==> src/rtl/mix_tty_tx.sv <==
// MIX typewriter output stage: splits 30-bit MIX words into five 6-bit character codes and sends them as UART 8N1.
// Optional CR LF after every WORDS_PER_LINE words when MIX_TTY_CRLF_EN is defined.
module mix_tty_tx #(
    parameter int CLK_DIV        = 104,
    parameter int WORDS_PER_LINE = 14
) (
    input  logic        clk,
    input  logic        reset,
    input  logic        in_valid,
    output logic        in_ready,
    input  logic [29:0] in_data,
    output logic        tx,
    output logic        busy
);

    localparam int BW = (CLK_DIV > 1) ? $clog2(CLK_DIV) : 1;

    if (CLK_DIV < 2 || WORDS_PER_LINE < 1) begin : g_bad_param
        $error("mix_tty_tx: CLK_DIV must be >= 2 and WORDS_PER_LINE >= 1");
    end

`ifdef MIX_TTY_CRLF_EN
    localparam int WCW = (WORDS_PER_LINE > 1) ? $clog2(WORDS_PER_LINE) : 1;
    typedef enum logic [2:0] {IDLE, START, DATA, STOP, EOL} state_t;
`else
    typedef enum logic [2:0] {IDLE, START, DATA, STOP} state_t;
`endif

    state_t        state;
    logic [29:0]   word;
    logic [7:0]    shreg;
    logic [2:0]    char_idx;
    logic [2:0]    bit_idx;
    logic [BW-1:0] baud_cnt;
    logic          baud_wrap;

`ifdef MIX_TTY_CRLF_EN
    logic [WCW-1:0] word_cnt;
    logic [3:0]     eol_bit;
    logic           eol_lf;
    logic [8:0]     eol_frame;
`endif

    function automatic logic [5:0] char_at(input logic [29:0] w, input logic [2:0] idx);
        case (idx)
            3'd0:    char_at = w[29:24];
            3'd1:    char_at = w[23:18];
            3'd2:    char_at = w[17:12];
            3'd3:    char_at = w[11:6];
            default: char_at = w[5:0];
        endcase
    endfunction

    // MIX typewriter code to ASCII; the letter runs are contiguous, so they are offsets.
    function automatic logic [7:0] ascii(input logic [5:0] code);
        logic [7:0] c8;
        c8 = {2'b00, code};
        if (code == 6'd0)        ascii = 8'h20;
        else if (code <= 6'd9)   ascii = c8 + 8'h40;
        else if (code == 6'd10)  ascii = 8'h7E;
        else if (code <= 6'd19)  ascii = c8 + 8'h3F;
        else if (code == 6'd20)  ascii = 8'h5B;
        else if (code == 6'd21)  ascii = 8'h5D;
        else if (code <= 6'd29)  ascii = c8 + 8'h3D;
        else if (code <= 6'd39)  ascii = c8 + 8'h12;
        else begin
            // NOTE: every path assigns the result; a case without default here would infer a latch in comb use.
            case (code)
                6'd40:   ascii = 8'h2E;
                6'd41:   ascii = 8'h2C;
                6'd42:   ascii = 8'h28;
                6'd43:   ascii = 8'h29;
                6'd44:   ascii = 8'h2B;
                6'd45:   ascii = 8'h2D;
                6'd46:   ascii = 8'h2A;
                6'd47:   ascii = 8'h2F;
                6'd48:   ascii = 8'h3D;
                6'd49:   ascii = 8'h24;
                6'd50:   ascii = 8'h3C;
                6'd51:   ascii = 8'h3E;
                6'd52:   ascii = 8'h40;
                6'd53:   ascii = 8'h3B;
                6'd54:   ascii = 8'h3A;
                6'd55:   ascii = 8'h27;
                default: ascii = 8'h3F;
            endcase
        end
    endfunction

    assign baud_wrap = (baud_cnt == BW'(CLK_DIV - 1));
    assign in_ready  = (state == IDLE);
    assign busy      = (state != IDLE);

    // NOTE: all state uses non-blocking assignments so every register samples pre-edge values.
    always_ff @(posedge clk) begin
        if (reset) begin
            state    <= IDLE;
            tx       <= 1'b1;
            word     <= '0;
            shreg    <= '0;
            char_idx <= '0;
            bit_idx  <= '0;
            baud_cnt <= '0;
`ifdef MIX_TTY_CRLF_EN
            word_cnt  <= '0;
            eol_bit   <= '0;
            eol_lf    <= 1'b0;
            eol_frame <= '0;
`endif
        end else begin
            if (state == IDLE || baud_wrap) baud_cnt <= '0;
            else                            baud_cnt <= baud_cnt + 1'b1;

            case (state)
                IDLE: begin
                    if (in_valid) begin
                        word     <= in_data;
                        char_idx <= '0;
                        bit_idx  <= '0;
                        shreg    <= ascii(in_data[29:24]);
                        tx       <= 1'b0;
                        state    <= START;
                    end
                end
                START: begin
                    if (baud_wrap) begin
                        tx      <= shreg[0];
                        bit_idx <= '0;
                        state   <= DATA;
                    end
                end
                DATA: begin
                    if (baud_wrap) begin
                        if (bit_idx == 3'd7) begin
                            tx    <= 1'b1;
                            state <= STOP;
                        end else begin
                            bit_idx <= bit_idx + 3'd1;
                            tx      <= shreg[bit_idx + 3'd1];
                        end
                    end
                end
                STOP: begin
                    if (baud_wrap) begin
                        if (char_idx < 3'd4) begin
                            char_idx <= char_idx + 3'd1;
                            shreg    <= ascii(char_at(word, char_idx + 3'd1));
                            tx       <= 1'b0;
                            state    <= START;
                        end else begin
`ifdef MIX_TTY_CRLF_EN
                            if (word_cnt == WCW'(WORDS_PER_LINE - 1)) begin
                                word_cnt  <= '0;
                                eol_bit   <= '0;
                                eol_lf    <= 1'b0;
                                eol_frame <= {1'b1, 8'h0D};
                                tx        <= 1'b0;
                                state     <= EOL;
                            end else begin
                                word_cnt <= word_cnt + 1'b1;
                                state    <= IDLE;
                            end
`else
                            state <= IDLE;
`endif
                        end
                    end
                end
`ifdef MIX_TTY_CRLF_EN
                // eol_frame holds the remaining data+stop bits of the CR or LF frame on tx.
                EOL: begin
                    if (baud_wrap) begin
                        if (eol_bit == 4'd9) begin
                            if (!eol_lf) begin
                                eol_lf    <= 1'b1;
                                eol_bit   <= '0;
                                eol_frame <= {1'b1, 8'h0A};
                                tx        <= 1'b0;
                            end else begin
                                state <= IDLE;
                            end
                        end else begin
                            tx        <= eol_frame[0];
                            eol_frame <= {1'b0, eol_frame[8:1]};
                            eol_bit   <= eol_bit + 4'd1;
                        end
                    end
                end
`endif
                default: state <= IDLE;
            endcase
        end
    end

endmodule

==> config.mk <==
export PLATFORM = sky130hd
export DESIGN_NAME = mix_tty_tx
export DESIGN_NICKNAME = d
export VERILOG_FILES = /design/src/rtl/mix_tty_tx.sv
export SDC_FILE = /design/constraint.sdc
export NUM_CORES = 1
export LEC_CHECK = 0
export CAP_MARGIN = 0
export CORE_MARGIN = 8
export CORE_UTILIZATION = 50
export DETAILED_ROUTE_END_ITERATION = 8
export PLACE_DENSITY = 0.73
export SKIP_LAST_GASP = 1
export SLEW_MARGIN = 20
export SYNTH_ARGS = -nofsm -noshare
export SYNTH_HDL_FRONTEND = slang
export SYNTH_SLANG_ARGS = --single-unit
export TNS_END_PERCENT = 1
==> constraint.sdc <==
create_clock -name clk -period 4.2 [get_ports clk]
set_clock_uncertainty 0.15 [all_clocks]
set_input_delay 0.42 -clock clk [delete_from_list [all_inputs] [get_ports clk]]
set_output_delay 0.42 -clock clk [all_outputs]
set_load 0.01 [all_outputs]
### Yosys cells after proc, flatten, opt, wreduce, memory -nomap -nowiden

Memories as Yosys holds them, arrays and structs flattened.
Index checks and enable logic that the tools add are counted.

* output and inout bits: 3
* bits of input ports: 33
* memory bits (read-only): 896
* word-level logic and storage cells: 115
* flip-flop bits (word level): 55
* memories kept: 2

Memory list
* (no name shown): words 64, bits a word 7, read ports 1, clocked after Yosys merged registers in 0, wr ports 0, line 68 `case (code)`
* (no name shown): words 64, bits a word 7, read ports 1, clocked after Yosys merged registers in 0, wr ports 0, line 68

* order comparisons: 10
* equal/unequal tests: 21
* multiplexer cells: 49
* add/subtract/negate cells: 11
* reductions and logical operators: 15

Operators with widths (count)
* $mux 8: 19
* $mux 3: 11
* $add 6x6->7 const B: 4
* $eq 6x5->1 const B: 4
* $le 6x5->1 const B: 4
* $mux 6: 4
* $pmux 6 s4: 1
* $add 6x7->8 const B: 2
* $pmux 8 s2: 1
* $add 6x5->7 const B: 2
* $ne 2x2->1 const B: 7
* $eq 3x2->1 const B: 4
* $eq 6x4->1 const B: 2
* $le 6x4->1 const B: 2
* $le 6x6->1 const B: 2
* $logic_not 6->1: 2
* $pmux 3 s4: 1
* $reduce_and 5->1: 2
* $pmux 3 s3: 1
* $mux 1: 8
* $add 7x1->7 const B: 1
* $eq 7x7->1 const B: 1
* $add 3x1->3 const B: 2
* $eq 3x1->1 const B: 2
* 15 further kinds: 17

### Logic depth before layout (Yosys ltp)

* depth after elaboration: 19
* depth in mapped cells: 14
* mapped depth without buffers: 13

### Least setup slack after synthesis

No wires, ideal clock.

* path type: flip-flop to flip-flop
* start: register char_idx[0]
* end: register shreg[1]
* arrival: 3.161 ns
* stages on the path, launching flop included: 14
* library setup time: 0.116 ns
* buffers on the path: 1
* slack: 0.773 ns
* data required time: 3.934 ns
* clock period less this slack: 3.427 ns
* path through: dfxtp_1 inv_1 ha_1 buf_6 nor4_4 nor2_2 mux2_2 inv_1 ha_1 nor2_1 a211oi_1 o21a_1 or3_1 a41o_1

* word-level cells in the longest chain between the ends: 19
* elaborated cells on any way between the ends: 37
* classes of those cells: 5 x add/sub; 5 x order compare; 7 x eq/ne; 16 x mux; 3 x reduce/logical; 1 x memory

Ends and longest elaborated chain
* from (decl): line 32 `logic [2:0] char_idx;`
* from (signal assigned): line 146 `char_idx <= char_idx + 3'd1;`
* $add 3x1->3: line 147 `shreg <= ascii(char_at(word, char_idx + 3'd1));`
* $eq 3x2->1, or another cell as far along: line 45 `case (idx)`
* $pmux 6 s4: line 45
* $mux 6: line 145 `if (char_idx < 3'd4) begin`
* $mux 6: line 144 `if (baud_wrap) begin`
* $mux 6: line 114 `case (state)`
* $mux 6: line 96 `if (reset) begin`
* $mem_v2 64x7, or another cell as far along
* [... 3 more ...]
* $mux 8: line 62 `else if (code == 6'd20) ascii = 8'h5B;`
* $mux 8: line 61 `else if (code <= 6'd19) ascii = c8 + 8'h3F;`
* $mux 8: line 60 `else if (code == 6'd10) ascii = 8'h7E;`
* $mux 8: line 59 `else if (code <= 6'd9) ascii = c8 + 8'h40;`
* $mux 8: line 58 `if (code == 6'd0) ascii = 8'h20;`
* $mux 8: line 145
* $mux 8: line 144
* $pmux 8 s2: line 114
* to (signal assigned): line 120 `shreg <= ascii(in_data[29:24]);`
* to (signal assigned): line 147
* to (decl): line 31 `logic [7:0] shreg;`

Parallel ways exist; a longest one is shown, timed or not. The select of a mux whose other input is x is not followed.
A chain may end at the register's enable or synchronous reset.

### Worst setup path in the final report

* start: register char_idx[0]
* end: register shreg[0]

Same word-level chain as after synthesis.

==> results.toml <==
[setup_path]
required_ns = 4.23
cpMaxStageDelayCell = "dfxtp_1"
crit_family = "compound AO/OA/AOI/OAI gates"
cp_num_buf_inv = 2
critPathCaptureType = "flip-flop"
path_cells = "inv_1, ha_1, nor4_4, nor2_2, mux2_2, inv_1, ha_1, nor2_2, a41oi_2, a211o_1, a31oi_1, o32ai_1"
worst-setup-path-type = "flip-flop to flip-flop"
startpoint_type = "flip-flop"
arrival_ns = 3.86
cpPeakStageDelay_ns = 0.46
path_max_fanout = 11

[synth]
synth.distinct_cells = 80
synth_nets = 603
synth_top_area_share_pct = 26.04
ys_seq_elements = 53
ys_seq_area_share_pct = 26.04
yosysWarnings = 0
ys.flop_type = "dfxtp_1"
yosys.area.top_type = "dfxtp_1"
synth_edf_count = 0
synth.most_common_cell = "nand2_1"
syn_area_per_cell_um2 = 7.575
yosys-top-cells-area = "dfxtp_1, ha_1, nand2_1"
synth_cells = 538
synth-async-reset-ratio_pct = 0
syn_area_mm2 = 0.004075
netlist_top_cells_count = "nand2_1, a21oi_1, dfxtp_1, ha_1, nor2_1"

[timing]
hold_viol = 0
slew_violations = 0
rsz0062_at_grt = "false"
worstMarginPinSlew_ns = 0.9531
finalCritPeriodShare_pct = 91.15
worst_slack_ns = 0.3716
setup_viol = 0
min_period_ns = 3.828
fmax_mhz = 261.2
slew_headroom_pct = 36.46
timing.hold.ws_ns = 0.3049
fin_tns_setup_ns = 0

[cts]
cts_max_level = 2
cts_inserted_buffers = 5
clk-insertion-delay-late_ns = 0.32
cts_setup_buffers = 0
clockBufferDepth = 2
clk_pin_slew_ns = 0.11
cts-root-buf = "clkbuf_8"
cts_tree = "yes"
clkSinkCount = 53

[finish]
syn2layout_area_growth_pct = 12.37
post-route-util_pct = 56.88
fillers = 772
drive_above_1_share_pct = 8.453
ff_latch_area_mm2 = 0.001061
finalNetCount = 620
fin_area_mm2 = 0.004579
stdcell_count = 661
multi_input_area_mm2 = 0.002750
antenna_cells = 0

[grt]
grt_pass1_wl_um = 18790
grt.overflow.total = 0
groute.usage.overall_pct = 19.97
grt_pass1_vias = 3846
grt_max_degree = 52
antenna_found_initial = 0

[die]
die_w_um = 106.3
fp-row-count = 33
dieArea_mm2 = 0.01130
core_mm2 = 0.008051
io-pin-count = 36
initial_core_util_pct = 50.61
die_h_um = 106.3

[power_and_ir_drop]
vdd_ir_drop_max_mv = 0.2394
power_density_mw_per_mm2 = 462.9
p_leak_nw = 1.722
power_mw = 2.120

[placement]
hpwl_um = 8406
portBuffers = 35
place.gp.congestion = 0.9199
post-place-cells = 653
pre_cts_ws_ns = 0.3320
placedInstanceArea_mm2 = 0.004458

[drt]
initialDrtViolationCount = 337
post_drt_wl_per_cell_um = 17.06
viasPerCell = 6.129
drt_pass1_iterations = 5
routed_wl_um = 11280
via_count = 4051
ant_nets = 0
drc = 0

[min_path]
hp-class = "flip-flop to flip-flop"

[job]
maxCapViolCount = 0

[status]
status = "complete, no violations"
power breakdown:
group | total, mW | switching (mW) | internal, mW
registers | 0.681 | 0.0753 | 0.606
clock network | 0.375 | 0.192 | 0.183
logic | 1.06 | 0.658 | 0.406
total | 2.12 | 0.925 | 1.19
worst paths after layout:
| check | to | slack (ns) | startpoint | depth (start not counted) |
|---|---|---|---|---|
| worst max-delay path | shreg[0] | 0.37 | char_idx[0] | 12 |
| worst min-delay path | baud_cnt[0] | 0.30 | baud_cnt[0] | 1 |
| worst max register to register | shreg[0] | 0.37 | char_idx[0] | 12 |
| worst min register to register | baud_cnt[0] | 0.30 | baud_cnt[0] | 1 |
area by class of cell:
cell class	count	area share (%)
Multi-Input combinational cell	426	60.05
Sequential cell	53	23.17
Timing Repair Buffer	47	9.508
Tap cell	105	2.869
Inverter	22	1.803
Clock buffer	5	1.503
Clock inverter	3	1.093
per-layer routing:
| metal | routed length (um) | global-route usage, % | share of wire, % | up-vias |
|---|---|---|---|---|
| met3 | 852 | 4.356 | 7.6 | 23 |
| met1 | 4912 | 25.88 | 44 | 1866 |
| met2 | 5303 | 32.75 | 47 | 165 |
| li1 | - | - | - | 1997 |
| met5 | 0 | 0 | 0 | - |
| met4 | 208 | 5.327 | 1.8 | 0 |
cell usage in the layout, fill, tap and decap left out, types with 3 or more instances in the layout:
master	count
nand3_1	9
dfxtp_1	53
o32ai_1	3
a211oi_1	12
nand2_1	90
a221oi_1	3
xnor2_1	6
a21oi_1	61
o21a_1	4
ha_1	32
o2111a_1	3
buf_4	12
a32oi_1	3
nand2b_1	6
o21ai_0	27
nand4_1	6
o211ai_1	5
a21o_1	6
and2_1	3
clkdlybuf4s50_1	34
nand3b_1	3
nor3_1	13
o21ai_1	3
or2_2	3
clkbuf_8	5
a31oi_1	9
mux2i_1	3
inv_1	20
nor4_1	3
a31o_2	3
a22oi_1	13
nor2_1	28
xor2_1	4
cells by family after synthesis:
| kind of cell | count (synthesis) | synth area share (%) |
|---|---|---|
| multiplexers | 7 | 2.180 |
| XOR/XNOR | 10 | 2.149 |
| adder cells (fa/ha/maj) | 32 | 9.825 |
| AND/OR/NAND/NOR | 184 | 21.28 |
| AO/OA/AOI/OAI | 193 | 31.99 |
| buffers and inverters | 59 | 6.540 |
| flip-flops | 53 | 26.04 |
state kept, by name, indices dropped and copies added (netlist names):
signal	flops
char_idx	3
bit_idx	3
word	30
tx	1
baud_cnt	7
shreg	7
state	2
what timing repair did:
action                     in CTS  in global routing
hold buffers                    0                  0
gates resized for setup         0                  1
setup endpoints to repair       0                  3
(Power assumes the default switching activity.)
